$ cat config.mk
export PLATFORM = sky130hd
export DESIGN_NAME = i281_imem_loader
export DESIGN_NICKNAME = d
export VERILOG_FILES = /design/src/rtl/i281_imem_pkg.sv /design/src/rtl/i281_imem_word_assembler.sv /design/src/rtl/i281_imem_loader.sv
export SDC_FILE = /design/constraint.sdc
export NUM_CORES = 1
export LEC_CHECK = 0
export CAP_MARGIN = 15
export CORE_MARGIN = 2
export CORE_UTILIZATION = 45
export CTS_BUF_LIST = sky130_fd_sc_hd__clkbuf_16
export DETAILED_ROUTE_END_ITERATION = 10
export PLACE_DENSITY = 0.73
export SLEW_MARGIN = 20
export SYNTH_ARGS = -nofsm -noshare
export SYNTH_HDL_FRONTEND = slang
export SYNTH_SLANG_ARGS = --single-unit
export TNS_END_PERCENT = 100
$ cat constraint.sdc
create_clock -name clk -period 2.2 [get_ports clk]
set_input_delay 0.66 -clock clk [delete_from_list [all_inputs] [get_ports clk]]
set_output_delay 0.66 -clock clk [all_outputs]
set_load 0.02 [all_outputs]
$ cat src/rtl/i281_imem_pkg.sv
// Shared definitions for the i281 field-loadable instruction memory:
// loader FSM states, byte width, reset word and the flat-bus slice helper.
// Optional build macro used by the loader: IMEM_CHECKSUM_EN.
package i281_imem_pkg;

    // Width of one program byte on the serial load port.
    localparam int BYTE_W = 8;

    // Word value every location holds after reset (an i281 NOP).
    localparam int NOP_WORD = 0;

    // Loader FSM states.
    typedef enum logic [1:0] {
        IDLE  = 2'd0,
        RECV  = 2'd1,
        WRITE = 2'd2,
        FIN   = 2'd3
    } state_t;

    // LSB position of word idx on the flat instruction bus.
    function automatic int flat_lsb(input int idx, input int data_w);
        return idx * data_w;
    endfunction

endpackage

$ cat src/rtl/i281_imem_word_assembler.sv
// Byte-to-word assembler for the instruction loader. Shifts program bytes
// in MSB-first and flags the byte that completes a word. The loader holds
// it in clear whenever it is not receiving, so each word starts at byte 0.
module i281_imem_word_assembler
    import i281_imem_pkg::*;
#(
    parameter int DATA_W = 16
) (
    input  logic              clk,
    input  logic              rst_n,
    input  logic              clear,
    input  logic              shift_en,
    input  logic [BYTE_W-1:0] byte_in,
    output logic              word_ready,
    output logic [DATA_W-1:0] word
);

    // Bytes per word, and a counter width that stays legal for BPW==1.
    localparam int BPW   = DATA_W / BYTE_W;
    localparam int IDX_W = (BPW > 1) ? $clog2(BPW) : 1;

    logic [IDX_W-1:0] byte_idx;

    // The byte being accepted right now is the last one of the word.
    assign word_ready = shift_en && (byte_idx == IDX_W'(BPW - 1));

    // Shift register and byte counter; the cast drops the oldest byte so
    // the same expression also covers single-byte words.
    always_ff @(posedge clk or negedge rst_n) begin
        // NOTE: state registers use non-blocking (<=) so every flop samples
        // pre-edge values; blocking here would create order-dependent races.
        if (!rst_n) begin
            byte_idx <= '0;
            word     <= '0;
        end else if (clear) begin
            byte_idx <= '0;
            word     <= '0;
        end else if (shift_en) begin
            word     <= DATA_W'({word, byte_in});
            byte_idx <= byte_idx + IDX_W'(1);
        end
    end

endmodule

$ cat src/rtl/i281_imem_loader.sv
// Field-loadable instruction memory for the i281 CPU. Holds DEPTH words of
// DATA_W bits, accepts a new program over a byte-serial valid/ready port,
// exposes every word on a flat bus for the parallel instruction-select
// datapath, and offers a registered debug read port.
// Build option: define IMEM_CHECKSUM_EN to get a 16-bit running sum of the
// words written by the current load; otherwise checksum is tied to 0.
module i281_imem_loader
    import i281_imem_pkg::*;
#(
    parameter int DATA_W = 16,
    parameter int DEPTH  = 16,
    parameter int ADDR_W = $clog2(DEPTH)
) (
    input  logic                    clk,
    input  logic                    rst_n,
    input  logic                    load_start,
    input  logic [ADDR_W-1:0]       load_base,
    input  logic [ADDR_W:0]         load_count,
    input  logic                    byte_valid,
    input  logic [BYTE_W-1:0]       byte_data,
    output logic                    byte_ready,
    output logic                    busy,
    output logic                    done,
    output logic                    err,
    input  logic [ADDR_W-1:0]       rd_addr,
    output logic [DATA_W-1:0]       rd_data,
    output logic [DEPTH*DATA_W-1:0] imem_flat,
    output logic [15:0]             checksum
);

    state_t              state;
    logic [ADDR_W-1:0]   wr_addr;
    logic [ADDR_W:0]     remaining;
    logic [DATA_W-1:0]   mem [DEPTH];

    logic                shift_en;
    logic                asm_clear;
    logic                word_ready;
    logic [DATA_W-1:0]   asm_word;
    logic                wr_en;
    logic                count_bad;
    logic [ADDR_W-1:0]   next_addr;

    // A byte transfers only while receiving and the handshake completes.
    assign shift_en  = (state == RECV) && byte_valid && byte_ready;
    // Outside RECV the assembler is held empty, so every word starts fresh.
    assign asm_clear = (state != RECV);
    // The WRITE state commits exactly one assembled word.
    assign wr_en     = (state == WRITE);

    // A zero-length or oversize load is rejected without touching memory.
    assign count_bad = (load_count == '0) || (load_count > (ADDR_W+1)'(DEPTH));

    // Write address advances modulo DEPTH; wrapping past the top is legal.
    assign next_addr = (wr_addr == ADDR_W'(DEPTH - 1)) ? '0 : wr_addr + ADDR_W'(1);

    i281_imem_word_assembler #(
        .DATA_W (DATA_W)
    ) u_word_assembler (
        .clk        (clk),
        .rst_n      (rst_n),
        .clear      (asm_clear),
        .shift_en   (shift_en),
        .byte_in    (byte_data),
        .word_ready (word_ready),
        .word       (asm_word)
    );

    // Loader FSM with registered handshake and status outputs.
    always_ff @(posedge clk or negedge rst_n) begin
        if (!rst_n) begin
            state      <= IDLE;
            wr_addr    <= '0;
            remaining  <= '0;
            byte_ready <= 1'b0;
            busy       <= 1'b0;
            done       <= 1'b0;
            err        <= 1'b0;
        end else begin
            case (state)
                IDLE: begin
                    byte_ready <= 1'b0;
                    busy       <= 1'b0;
                    done       <= 1'b0;
                    if (load_start) begin
                        wr_addr   <= load_base;
                        remaining <= load_count;
                        busy      <= 1'b1;
                        if (count_bad) begin
                            err   <= 1'b1;
                            done  <= 1'b1;
                            state <= FIN;
                        end else begin
                            err        <= 1'b0;
                            byte_ready <= 1'b1;
                            state      <= RECV;
                        end
                    end
                end

                RECV: begin
                    // Stalls here for as long as byte_valid stays low.
                    if (word_ready) begin
                        byte_ready <= 1'b0;
                        state      <= WRITE;
                    end
                end

                WRITE: begin
                    wr_addr   <= next_addr;
                    remaining <= remaining - (ADDR_W+1)'(1);
                    if (remaining == (ADDR_W+1)'(1)) begin
                        done  <= 1'b1;
                        state <= FIN;
                    end else begin
                        byte_ready <= 1'b1;
                        state      <= RECV;
                    end
                end

                FIN: begin
                    done  <= 1'b0;
                    busy  <= 1'b0;
                    state <= IDLE;
                end

                default: begin
                    byte_ready <= 1'b0;
                    busy       <= 1'b0;
                    done       <= 1'b0;
                    state      <= IDLE;
                end
            endcase
        end
    end

    // Instruction storage: cleared on reset, one word written per WRITE.
    always_ff @(posedge clk or negedge rst_n) begin
        // NOTE: this array is reset on purpose -- an aborted load must leave
        // no partial program behind, so it maps to flops rather than RAM.
        if (!rst_n) begin
            for (int i = 0; i < DEPTH; i++) begin
                mem[i] <= DATA_W'(NOP_WORD);
            end
        end else if (wr_en) begin
            mem[wr_addr] <= asm_word;
        end
    end

    // Debug read port: one-cycle latency, returns the pre-write word when
    // the same address is being written on this edge.
    always_ff @(posedge clk or negedge rst_n) begin
        if (!rst_n) begin
            rd_data <= '0;
        end else begin
            rd_data <= mem[rd_addr];
        end
    end

    // Flatten the array for the parallel instruction-select datapath.
    always_comb begin
        // NOTE: assign a default before the loop so every bit is written on
        // every pass; a missed bit in always_comb would infer a latch.
        imem_flat = '0;
        for (int i = 0; i < DEPTH; i++) begin
            imem_flat[flat_lsb(i, DATA_W) +: DATA_W] = mem[i];
        end
    end

`ifdef IMEM_CHECKSUM_EN
    // Running modulo-2^16 sum of the low 16 bits of each word written.
    always_ff @(posedge clk or negedge rst_n) begin
        if (!rst_n) begin
            checksum <= 16'd0;
        end else if ((state == IDLE) && load_start) begin
            checksum <= 16'd0;
        end else if (wr_en) begin
            checksum <= checksum + 16'(asm_word);
        end
    end
`else
    // Feature disabled: constant output, no adder.
    assign checksum = 16'd0;
`endif

endmodule

# Word level (Yosys, flattened, before mapping)
# Index checks and enable logic that the tools add are counted.
# totals
inputBits,25
wordCells,93
register_bits,304
# op_classes
n_mux,31
n_reduce_logical,17
n_bitwise,2
n_addsub,3
n_eq_ne,10
order_cmp,4
# ops
cell,count
256-bit bitwise mux,1
16-bit two-way mux,5
16-bit binary-select mux with 4-bit select,1
16-bit demux with 4-bit select,1
5-bit greater-or-equal comparator (second input constant),2
1-bit two-way mux,10
4-bit NOT with 5-bit output,2
5-bit one-hot mux with 2 select lines,1
2-bit two-way mux,4
4-bit two-way mux,2
2-bit one-hot mux with 4 select lines,1
4-bit one-hot mux with 2 select lines,1
2-bit AND reduction,4
2-bit by 1-bit != test with 1-bit output (second input constant),3
1-bit one-hot mux with 3 select lines,2
2-bit nonzero test,3
3-bit nonzero test,2
5-bit by 1-bit == test with 1-bit output (second input constant),1
5-bit > comparator (second input constant),1
5-bit zero test,1
5-bit by 1-bit < comparator with 1-bit output (second input constant),1
5-bit two-way mux,1
5-bit by 1-bit subtractor with 5-bit output (second input constant),1
4-bit by 1-bit adder with 4-bit output (second input constant),1
other kinds (10),15

# Longest topological paths before layout
# depth
word_depth,6
mapped_depth,8

# Cells and area by module
# From an unflattened synthesis, not the netlist that was laid out.
# hier_totals
cells_unflattened,907
hier_area_um2,14073.5
# modules_own_cells
mod,cells_each,area_each_um2,n_inst
i281_imem_loader,851,13365.3,1
i281_imem_word_assembler,56,708.2,1

# Worst setup path before layout
# OpenSTA, ideal clock, no wires.
# synth_path
kind,input -> register
from,input rd_addr[0]
to,register rd_data[0]
path_slack_ps,144
arrival_time_ps,1932
path_stages,5
cell_sequence,buf_2 buf_2 mux4_2 a22oi_1 nand2_1
# synth_via
elab_chain_cells,4
# synth_lines
element,line,text
"start, declared",i281_imem_loader.sv:25,"input logic [ADDR_W-1:0] rd_addr,"
4-bit NOT with 5-bit output (implied by the code),i281_imem_loader.sv:156,rd_data <= mem[rd_addr];
16-bit binary-select mux with 4-bit select,i281_imem_loader.sv:156,
16-bit two-way mux (implied by the code) (2 in a row),i281_imem_loader.sv:156,
"end signal, assigned",i281_imem_loader.sv:156,
"end, declared",i281_imem_loader.sv:26,"output logic [DATA_W-1:0] rd_data,"
# No other way between the ends. The select of a mux whose other input is x is not followed.
# A chain may end at the register's enable or synchronous reset.

# Worst setup path after layout
# layout_path
from,register rd_data[13]
to,output rd_data[13]
# No word-level cell between the ends.

==> key figures <==
CTS
  • Setup Fix Bufs, Post-CTS: 0
  • Clock Tree Root: clkbuf_16
  • Total CTS buffers: 31
  • Clock-pin slew on the worst setup and hold paths: 0.06 ns
  • CTS tree: built
  • Sink Count: 304
  • Clock Path Buffers: 3
  • Worst-skew pair later-pin latency: 0.55 ns
  • # H-tree levels: 1

Logic synthesis
  • Sequential share of the synthesized area: 0.553
  • Synth warnings: 0
  • Proportion of synthesized area in mux cells: 0.325
  • XOR/XNOR Fraction of Synth Area: 0.00127
  • Cells after Synth: 921
  • Synthesized area: 13800 um^2
  • Post-synth cell types: 38
  • Avg Cell Area, Syn: 14.9 um^2
  • Adder-cell share of the synthesized area: 0.0109
  • Main combinational cell family by area after synthesis: multiplexers
  • #FFs+latches synth: 304
  • Simple-gate share of the synthesized area: 0.0367
  • Compound-Gate Fraction of Synth Area: 0.0372

Finish
  • Final nets: 1268
  • Share of cells above drive strength 1: 0.335
  • Number of fill cells: 2514
  • Area of the multi-input gates: 5720 um^2
  • Area Growth Syn to Fin: 31.2%
  • Fin util: 0.595
  • Flip-flop and latch area: 7610 um^2
  • Final Cell Area: 18100 um^2
  • Commonest non-fill, non-tap cell in the layout: dfrtp_1
  • Commonest non-fill, non-tap cells in the layout: dfrtp_1 (304), dlygate4sd2_1 (266), mux2_2 (239)

Route
  • DRC errors left: 0
  • Via density per instance: 5.62
  • DR WL met3: 2970 um
  • DRT Pass-1 Iters: 5
  • Via count: 9271
  • Uppermost routed layer: met5
  • DR WL met2: 20500 um
  • DRT iter0 DRCs: 593
  • Post-DRT Antenna Nets: 0
  • Met1 WL: 16900 um
  • Avg WL per Cell: 25.1 um
  • Routed WL: 41300 um

Floorplan
  • Io pins: 317
  • Die width: 179 um
  • Die ar.: 32000 um^2
  • Row cnt: 64
  • Die height: 179 um
  • Initial Util: 0.454
  • Core ar.: 30300 um^2

Timing
  • TNS Setup: 0 ns
  • Post-layout minimum cycle time: 2.15 ns
  • Final Hold Violating Endpoints: 0
  • RSZ-0062 raised after global routing: false
  • Rel. slew slack: 0.484
  • Fin crit share: 0.978
  • Worst Slack Setup Final: 0.0492 ns
  • Final Skew: 0.00603 ns
  • Final setup viols: 0
  • Slew Viols, Final: 0
  • Worst slew pin tran: 0.774 ns
  • F_max: 0.465 GHz

Status
  • Status: finished clean

Global route
  • Vias in the first global route: 9495
  • Largest net degree at the start of global routing: 83
  • GRT Overall Usage: 0.261
  • First-pass GRT wire length: 61600 um
  • Total grt overflow: 0
  • Antenna violations before repair: 3

Critical path
  • Worst endpoint required time: 1.54 ns
  • Kind of critical path: reg -> out
  • Critical path buffer and inverter count: 1
  • Arrival time of the worst setup path: 1.49 ns
  • Crit. End Element: output pin
  • Slowest-stage cell, CP: clkdlybuf4s50_1
  • Startpoint Class: flop
  • Crit path max fanout: 1
  • Largest stage delay, worst path: 0.60 ns
  • Worst path top cell family by delay: buffers and inverters
  • Crit path cell chain: clkdlybuf4s50_1

Hold path
  • Hold Crit Class: reg -> reg

Pwr
  • Leakage power: 9.73 nW
  • Total power: 17.0 mW
  • Worst vdd ir: 739 uV
  • Cell Pwr Density: 942 nW/um^2

Placed design
  • Worst slack at placement: -0.00191 ns
  • Dpl hpwl: 29800 um
  • Placer Congestion: 0.889
  • Placed inst area: 17500 um^2
  • Port buffer count: 300

Flow run
  • Maxcap violations: 0
-- kinds of logic (layout without fill, tap and decap cells) --
logic type / count (synthesis) / in the layout
DFF: 304 / 304
AOI/OAI and AO/OA: 83 / 83
xor gates and xnor gates: 2 / 2
buffers and inverters: 96 / 412
and+or+nand+nor: 96 / 96
adders and majority gates: 12 / 12
other: 1 / 17
muxes: 327 / 327
-- cell usage after synthesis, drive strengths merged --
master / instances / area share
a211oi: 1 / 0.00055
a21oi: 16 / 0.0058
a22oi: 33 / 0.018
a31oi: 3 / 0.0014
and2: 1 / 0.00045
and3: 4 / 0.0018
buf: 53 / 0.024
clkbuf: 32 / 0.0088
conb: 1 / 0.00027
dfrtp: 304 / 0.55
ha: 12 / 0.011
inv: 11 / 0.0030
mux2: 259 / 0.22
mux2i: 4 / 0.0029
mux4: 64 / 0.10
nand2: 53 / 0.015
nand2b: 3 / 0.0014
nand3: 9 / 0.0040
nand3b: 1 / 0.00055
nand4: 6 / 0.0055
nor2: 6 / 0.0016
nor2b: 5 / 0.0023
nor3: 3 / 0.0018
nor3b: 1 / 0.00055
nor4: 1 / 0.00045
nor4b: 1 / 0.00064
o21ai: 24 / 0.0087
o22ai: 6 / 0.0027
or3: 2 / 0.00091
xnor2: 2 / 0.0013
-- stage by stage --
stage	std cells	hold slack [ns]
detailed placement	1593	0.486
floorplan	936	0.364
CTS	1648	0.508
global route	1648	0.535
global placement	1593	0.481
finish	1649	0.505
-- state kept, by name, summed over array words and instances (netlist names), 2 cells and up --
register,cells
state,2
wr_addr,4
imem_flat,256
rd_data,16
u_word_assembler.word,16
remaining,5
-- timing repair --
item,4_1_cts,5_1_grt
resized for setup,266,6
hold buffers,1,0
endpoints found under the hold margin,15,0
endpoints found under the setup margin,266,6
-- metal layers --
layer / track usage / vias to the layer above
met5: 0 / -
met4: 0.0657 / 4
met3: 0.0520 / 61
met2: 0.442 / 354
met1: 0.345 / 4844
li1: - / 4008
-- power by group --
group	leakage, nW	switching, mW	total [mW]	internal [mW]
sequential	4.14	0.874	7.29	6.42
combinational	5.13	2.74	4.93	2.19
clock	0.470	2.16	4.79	2.64
-- worst paths after layout --
kind | startpoint | endpoint | slack [ns] | cells after the start
max | rd_data[13]$_DFF_PN0_ | rd_data[13] | 0.05 | 1
min | busy$_DFFE_PN0P_ | busy$_DFFE_PN0P_ | 0.51 | 2
max reg2reg | state[0]$_DFFE_PN0P_ | imem_flat[153]$_DFFE_PN0P_ | 0.16 | 7
min reg2reg | busy$_DFFE_PN0P_ | busy$_DFFE_PN0P_ | 0.51 | 2
max in group asynchronous | rst_n | imem_flat[129]$_DFFE_PN0P_ | 0.97 | 4
min in group asynchronous | rst_n | imem_flat[61]$_DFFE_PN0P_ | 0.53 | 2
-- final cells by class --
| type | count | area share |
|---|---|---|
| well taps | 396 | 0.0274 |
| clock inverters | 23 | 0.00679 |
| multi-input cells | 536 | 0.317 |
| flip-flops and latches | 304 | 0.421 |
| repair buffers | 347 | 0.183 |
| inverters | 11 | 0.00229 |
| diodes | 1 | 0.000139 |
| clock buffers | 31 | 0.0429 |
Power figures use the tool's default switching activity.
